==> src/rtl/ps2_pkg.sv <==
// Shared PS/2 definitions: transmitter state encoding, scan-code prefixes
// and the 11-bit frame builder (also used by the receiver side).
package ps2_pkg;

    typedef enum logic [2:0] {
        IDLE,
        LOAD,
        HI,
        LO,
        GAP
    } ps2_tx_state_t;

    localparam logic [7:0] PS2_EXT_PREFIX   = 8'hE0;
    localparam logic [7:0] PS2_BREAK_PREFIX = 8'hF0;
    localparam int         PS2_FRAME_BITS   = 11;

    // Frame bit 0 goes on the wire first: start 0, d0..d7, odd parity, stop 1.
    function automatic logic [PS2_FRAME_BITS-1:0] ps2_frame(input logic [7:0] data);
        return {1'b1, ~^data, data, 1'b0};
    endfunction

endpackage

==> src/rtl/ps2_half_tick.sv <==
// PS/2 half-period divider: counts 0..CLK_DIV-1 while enabled and flags the
// last count as a tick. Clear forces the count back to zero.
module ps2_half_tick #(
    parameter int CLK_DIV = 2000
) (
    input  logic clk,
    input  logic reset,
    input  logic en,
    input  logic clr,
    output logic tick
);

    localparam int             CW   = (CLK_DIV > 1) ? $clog2(CLK_DIV) : 1;
    localparam logic [CW-1:0]  LAST = CW'(CLK_DIV - 1);

    logic [CW-1:0] cnt_q, cnt_d;

    assign tick = en && (cnt_q == LAST);

    // Next count: clear wins, otherwise wrap on tick.
    always_comb begin
        cnt_d = cnt_q;
        if (clr) begin
            cnt_d = '0;
        end else if (en) begin
            cnt_d = tick ? '0 : cnt_q + CW'(1);
        end
    end

    // Count register with synchronous reset.
    always_ff @(posedge clk) begin
        if (reset) cnt_q <= '0;
        else       cnt_q <= cnt_d;
    end

endmodule

==> src/rtl/ps2_key_tx.sv <==
// PS/2 device-side transmitter: expands one key event into 1-3 scan-code
// bytes and shifts each out as an 11-bit frame followed by an idle gap.
//
// state | meaning
// IDLE  | lines high, ready for an event, divider held at 0
// LOAD  | zero-cycle step: pick next byte, build its frame, go to HI
// HI    | ps2_clk high, current bit presented on ps2_data
// LO    | ps2_clk low, data held for the host to sample
// GAP   | both lines high for GAP_HALF half-periods after each byte
module ps2_key_tx
    import ps2_pkg::*;
#(
    parameter int CLK_DIV  = 2000,
    parameter int GAP_HALF = 8
) (
    input  logic       clk,
    input  logic       reset,
    input  logic [7:0] tx_code,
    input  logic       tx_ext,
    input  logic       tx_release,
    input  logic       tx_valid,
    output logic       tx_ready,
    output logic       ps2_clk,
    output logic       ps2_data,
    output logic       tx_done
);

    localparam int                GW       = (GAP_HALF > 1) ? $clog2(GAP_HALF) : 1;
    localparam logic [GW-1:0]     GAP_LAST = GW'(GAP_HALF - 1);
    localparam logic [3:0]        LAST_BIT = 4'(PS2_FRAME_BITS - 1);

    ps2_tx_state_t             state_q, state_d;
    logic [3:0]                bit_idx_q, bit_idx_d;
    logic [1:0]                byte_idx_q, byte_idx_d;
    logic [1:0]                last_idx_q, last_idx_d;
    logic [GW-1:0]             gap_cnt_q, gap_cnt_d;
    logic [2:0][7:0]           bytes_q, bytes_d;
    logic [PS2_FRAME_BITS-1:0] frame_q, frame_d;
    logic                      ps2_clk_q, ps2_clk_d;
    logic                      ps2_data_q, ps2_data_d;
    logic                      tx_done_q, tx_done_d;
    logic [7:0]                sel_byte;
    logic                      tick;

    ps2_half_tick #(.CLK_DIV(CLK_DIV)) u_half_tick (
        .clk   (clk),
        .reset (reset),
        .en    (state_q != IDLE),
        .clr   (state_q == IDLE),
        .tick  (tick)
    );

    assign tx_ready = (state_q == IDLE);
    assign ps2_clk  = ps2_clk_q;
    assign ps2_data = ps2_data_q;
    assign tx_done  = tx_done_q;

    // Next state, byte queue build, frame load and registered line values.
    always_comb begin
        state_d    = state_q;
        bit_idx_d  = bit_idx_q;
        byte_idx_d = byte_idx_q;
        last_idx_d = last_idx_q;
        gap_cnt_d  = gap_cnt_q;
        bytes_d    = bytes_q;
        frame_d    = frame_q;
        tx_done_d  = 1'b0;
        sel_byte   = 8'h00;

        case (state_q)
            IDLE: begin
                if (tx_valid) begin
                    byte_idx_d = 2'd0;
                    if (tx_ext) begin
                        bytes_d[0] = PS2_EXT_PREFIX;
                        if (tx_release) begin
                            bytes_d[1] = PS2_BREAK_PREFIX;
                            bytes_d[2] = tx_code;
                            last_idx_d = 2'd2;
                        end else begin
                            bytes_d[1] = tx_code;
                            last_idx_d = 2'd1;
                        end
                    end else if (tx_release) begin
                        bytes_d[0] = PS2_BREAK_PREFIX;
                        bytes_d[1] = tx_code;
                        last_idx_d = 2'd1;
                    end else begin
                        bytes_d[0] = tx_code;
                        last_idx_d = 2'd0;
                    end
                    state_d = LOAD;
                end
            end
            HI: begin
                if (tick) state_d = LO;
            end
            LO: begin
                if (tick) begin
                    if (bit_idx_q < LAST_BIT) begin
                        bit_idx_d = bit_idx_q + 4'd1;
                        state_d   = HI;
                    end else begin
                        gap_cnt_d = '0;
                        state_d   = GAP;
                    end
                end
            end
            GAP: begin
                if (tick) begin
                    if (gap_cnt_q == GAP_LAST) begin
                        if (byte_idx_q == last_idx_q) begin
                            tx_done_d = 1'b1;
                            state_d   = IDLE;
                        end else begin
                            byte_idx_d = byte_idx_q + 2'd1;
                            state_d    = LOAD;
                        end
                    end else begin
                        gap_cnt_d = gap_cnt_q + GW'(1);
                    end
                end
            end
            default: state_d = IDLE;
        endcase

        // LOAD resolves in the same cycle so the start bit appears right away.
        if (state_d == LOAD) begin
            case (byte_idx_d)
                2'd0:    sel_byte = bytes_d[0];
                2'd1:    sel_byte = bytes_d[1];
                default: sel_byte = bytes_d[2];
            endcase
            frame_d   = ps2_frame(sel_byte);
            bit_idx_d = 4'd0;
            state_d   = HI;
        end

        ps2_clk_d  = (state_d != LO);
        ps2_data_d = ((state_d == HI) || (state_d == LO)) ? frame_d[bit_idx_d] : 1'b1;
    end

    // State and output registers; reset drops any event in flight.
    always_ff @(posedge clk) begin
        if (reset) begin
            state_q    <= IDLE;
            bit_idx_q  <= 4'd0;
            byte_idx_q <= 2'd0;
            last_idx_q <= 2'd0;
            gap_cnt_q  <= '0;
            bytes_q    <= '0;
            frame_q    <= '1;
            ps2_clk_q  <= 1'b1;
            ps2_data_q <= 1'b1;
            tx_done_q  <= 1'b0;
        end else begin
            state_q    <= state_d;
            bit_idx_q  <= bit_idx_d;
            byte_idx_q <= byte_idx_d;
            last_idx_q <= last_idx_d;
            gap_cnt_q  <= gap_cnt_d;
            bytes_q    <= bytes_d;
            frame_q    <= frame_d;
            ps2_clk_q  <= ps2_clk_d;
            ps2_data_q <= ps2_data_d;
            tx_done_q  <= tx_done_d;
        end
    end

endmodule
==> config.mk <==
export PLATFORM = sky130hd
export DESIGN_NAME = ps2_key_tx
export DESIGN_NICKNAME = d
export VERILOG_FILES = /design/src/rtl/ps2_pkg.sv /design/src/rtl/ps2_half_tick.sv /design/src/rtl/ps2_key_tx.sv
export SDC_FILE = /design/constraint.sdc
export NUM_CORES = 1
export LEC_CHECK = 0
export CAP_MARGIN = 20
export CORE_MARGIN = 5
export CORE_UTILIZATION = 60
export CTS_BUF_LIST = sky130_fd_sc_hd__clkbuf_16
export DETAILED_ROUTE_END_ITERATION = 10
export MAX_ROUTING_LAYER = met4
export PLACE_DENSITY = 0.89
export SYNTH_ARGS = -nofsm -noshare
export SYNTH_HDL_FRONTEND = slang
export SYNTH_SLANG_ARGS = --single-unit
==> constraint.sdc <==
create_clock -name clk -period 7.4 [get_ports clk]
set_input_delay 0.74 -clock clk [delete_from_list [all_inputs] [get_ports clk]]
set_output_delay 0.74 -clock clk [all_outputs]
set_load 0.01 [all_outputs]
==> impl_metrics.yaml <==
placed_design:
  place_area_sq_mm: 0.003213
  dp_hpwl_um: 4209
  numPortBuffers: 16
  globalplace.congestion: 0.8505
sta:
  tightest_slew_ps: 902.9
  setup_tns_ps: 0
  finalHoldViolations: 0
  max_clock_freq_mhz: 254.8
  max-slew-margin-rel_pct: 39.81
  fin_crit_ps: 3925
  skew_ps: 5.918
  maxSlewViolCount: 0
  rsz0062_at_grt: "no"
  setup_violations: 0
  fin_crit_sh_pct: 53.04
worst_hold_path:
  hold_end: "frame_q[10]"
  hp-start: "frame_q[10]"
  hold_depth: 1
  hold_class: "flop to flop"
drt:
  wl_per_cell_um: 16.43
  drtIter0Drc: 295
  via_per_inst: 6.065
  wl_um: 6784
  postRouteAntennaNets: 0
  dr.pass1.iters: 5
  vias: 2505
  drc: 0
die:
  fp.dieW_um: 80.88
  core_area_sq_mm: 0.004786
  fp.dieH_um: 80.88
  design.die.area_sq_mm: 0.006541
  row_count: 25
  initial_core_util_pct: 62.98
  io_pins: 17
worst_setup_path:
  max_stage_delay_ps: 770
  ff2ff_path_depth: 10
  worst-r2r-setup-slack_ps: 3800
  critPathSlowestCell: "or4b_1"
  path_class: "input port to flop"
  arrival_ps: 4140
  endpoint_kind: "flop"
  startpoint_type: "input port"
  r2r-end: "frame_q[9]"
  cp_data_required_time_ps: 7620
  worstPathMaxFanout: 29
  r2r-start: "u_half_tick.cnt_q[0]"
  crit_chain: "clkdlybuf4s50_1, or4b_1, nand2_1, mux2i_2, mux2_2, mux2i_1, xnor2_1, xnor2_2, xnor2_1, a211o_1"
  crit_top_cell: "xnor2_1"
synth:
  async_flop_share_pct: 0
  synth_commonest_cells: "dfxtp_1 (63), nor2_1 (42), mux2i_1 (26)"
  synth-edff-count: 0
  syn_inst: 329
  yosysTopAreaCell: "dfxtp_1"
  syn_avg_cell_area_sq_um: 9.162
  yosysMostFrequentCell: "dfxtp_1"
  synth.area.top_cells: "dfxtp_1 (42%), mux2i_1 (8.6%), nor2_1 (5.2%), mux2_2 (3.4%), xor2_1 (2.9%)"
  syn_nets: 347
  synth_cell_types: 49
  synthesis.area_sq_mm: 0.003014
  yosys_warnings: 0
  synthFlopType: "dfxtp_1"
  synth_seq_area_share_pct: 41.84
  ys_ff_latch: 63
  synth_top_area_share_pct: 41.84
power:
  power.density_mw_per_mm2: 253.4
  switching_share_pct: 23.15
  max-vdd-ir-drop_v: 0.0001818
  p_sw_mw: 0.2068
  p_comb_share_pct: 10.0
  power_mw: 0.8933
  seqPwrFrac_pct: 40.6
  p_int_mw: 0.6865
  clkPwrFrac_pct: 49.4
  p_leak_nw: 1.379
outcome:
  status: "completed"
global_route:
  grt_pass1_vias: 2387
  grt_max_degree: 52
  grt_pass1_wl_um: 11210
  antenna_found_initial: 0
  grt_remaining_overflow: 0
  grt_use_total_pct: 22.84
finish:
  layout-drive-gt1-share_pct: 10.12
  finalInstanceArea_sq_mm: 0.003526
  nFillCells: 314
  fin_nets: 359
  areaGrowthSynthToFinish_pct: 16.98
  num_antenna_cells: 0
flow_run:
  cap_violations: 0
clock_network:
  cts-resized-gates: 0
  root_buffer: "clkbuf_16"
  clkTransAtPathRegs_ps: 50
  cts_setup_buffers: 0
  htree_levels: 3
  cts_made_buffers: 9
  cts_sinks: 63
  hold_buffers: 0
  worstSkewPairLatency_ps: 330
  cts_tree: "done"
  clockBufferDepth: 2
## placed cells by master, fill, tap and decap left out, drive strengths merged, types with 9 or more instances in the layout
| cell | instances |
|---|---|
| a21oi | 16 |
| nand2 | 21 |
| nor2 | 42 |
| xor2 | 10 |
| nand2b | 9 |
| mux2 | 9 |
| and3 | 11 |
| xnor2 | 9 |
| clkbuf | 9 |
| nor3 | 10 |
| mux2i | 28 |
| clkdlybuf4s50 | 16 |
| dfxtp | 63 |
## registers in the layout, summed over array words and instances, names as in the netlist
name,cells
bit_idx_q,4
byte_idx_q,2
bytes_q,24
frame_q,11
gap_cnt_q,3
last_idx_q,2
ps2_clk,1
ps2_data,1
state_q,3
tx_done,1
u_half_tick.cnt_q,11
## metrics by stage
stage	setup slack [ps]	std cells	hold slack, ps	util, %
2_1_floorplan	4311	329	415.2	-
3_3_place_gp	3399	397	427.9	67.14
3_5_place_dp	3313	397	451.6	67.14
4_1_cts	3539	413	467.8	73.67
5_1_grt	3247	413	491.7	73.67
6_report	3475	413	466.4	73.67
## per-layer routing
metal | wire, um | GRT usage, %
met1 | 2949 | 27.35
met2 | 3309 | 36.95
met3 | 339 | 4.102
met4 | 185 | 11.32
met5 | 0 | -
## cells by family after synthesis
family | after synthesis | share of synthesized area [%]
simple gates | 128 | 22.13
flops | 63 | 41.84
compound gates | 54 | 12.33
mux | 37 | 12.91
buf+inv | 23 | 2.947
xor+xnor | 19 | 5.770
fa+ha+maj | 5 | 2.076
## worst max-delay path by stage
stage                         from    endpoint  slack (ps)
final                     tx_valid  frame_q[9]        3470
after global routing      tx_valid  frame_q[9]        3250
after CTS                 tx_valid  frame_q[9]        3540
after detailed placement  tx_valid  frame_q[9]        3310
after global placement    tx_valid  frame_q[9]        3400
after floorplan           tx_valid  frame_q[9]        4310
## power groups by stage
| stage | clock network [mW] | registers [mW] | logic [mW] |
|---|---|---|---|
| 6_report | 0.441 | 0.362 | 0.0897 |
| 5_1_grt | 0.461 | 0.363 | 0.0981 |
| 4_1_cts | 0.443 | 0.362 | 0.0889 |
| 3_5_place_dp | 0 | 0.369 | 0.0859 |
| 3_3_place_gp | 0 | 0.368 | 0.0842 |
| 2_1_floorplan | 0 | 0.366 | 0.0632 |
## critical path: cells and delay by family
| family | cells | cell delay, ps |
|---|---|---|
| mux | 3 | 1300 |
| simple gates | 2 | 920 |
| xor+xnor | 3 | 460 |
| buf+inv | 1 | 420 |
| compound gates | 1 | 290 |
## layout make-up
cell class	count	area (sq um)	share of cell area, %
Timing Repair Buffer	18	175.2	4.968
Multi-Input combinational cell	243	1670	47.37
Clock buffer	9	225.2	6.388
Tap cell	67	83.83	2.378
Sequential cell	63	1261	35.77
Inverter	6	22.52	0.6388
Clock inverter	7	87.58	2.484
No activity file was read; power rests on OpenSTA's default activity.
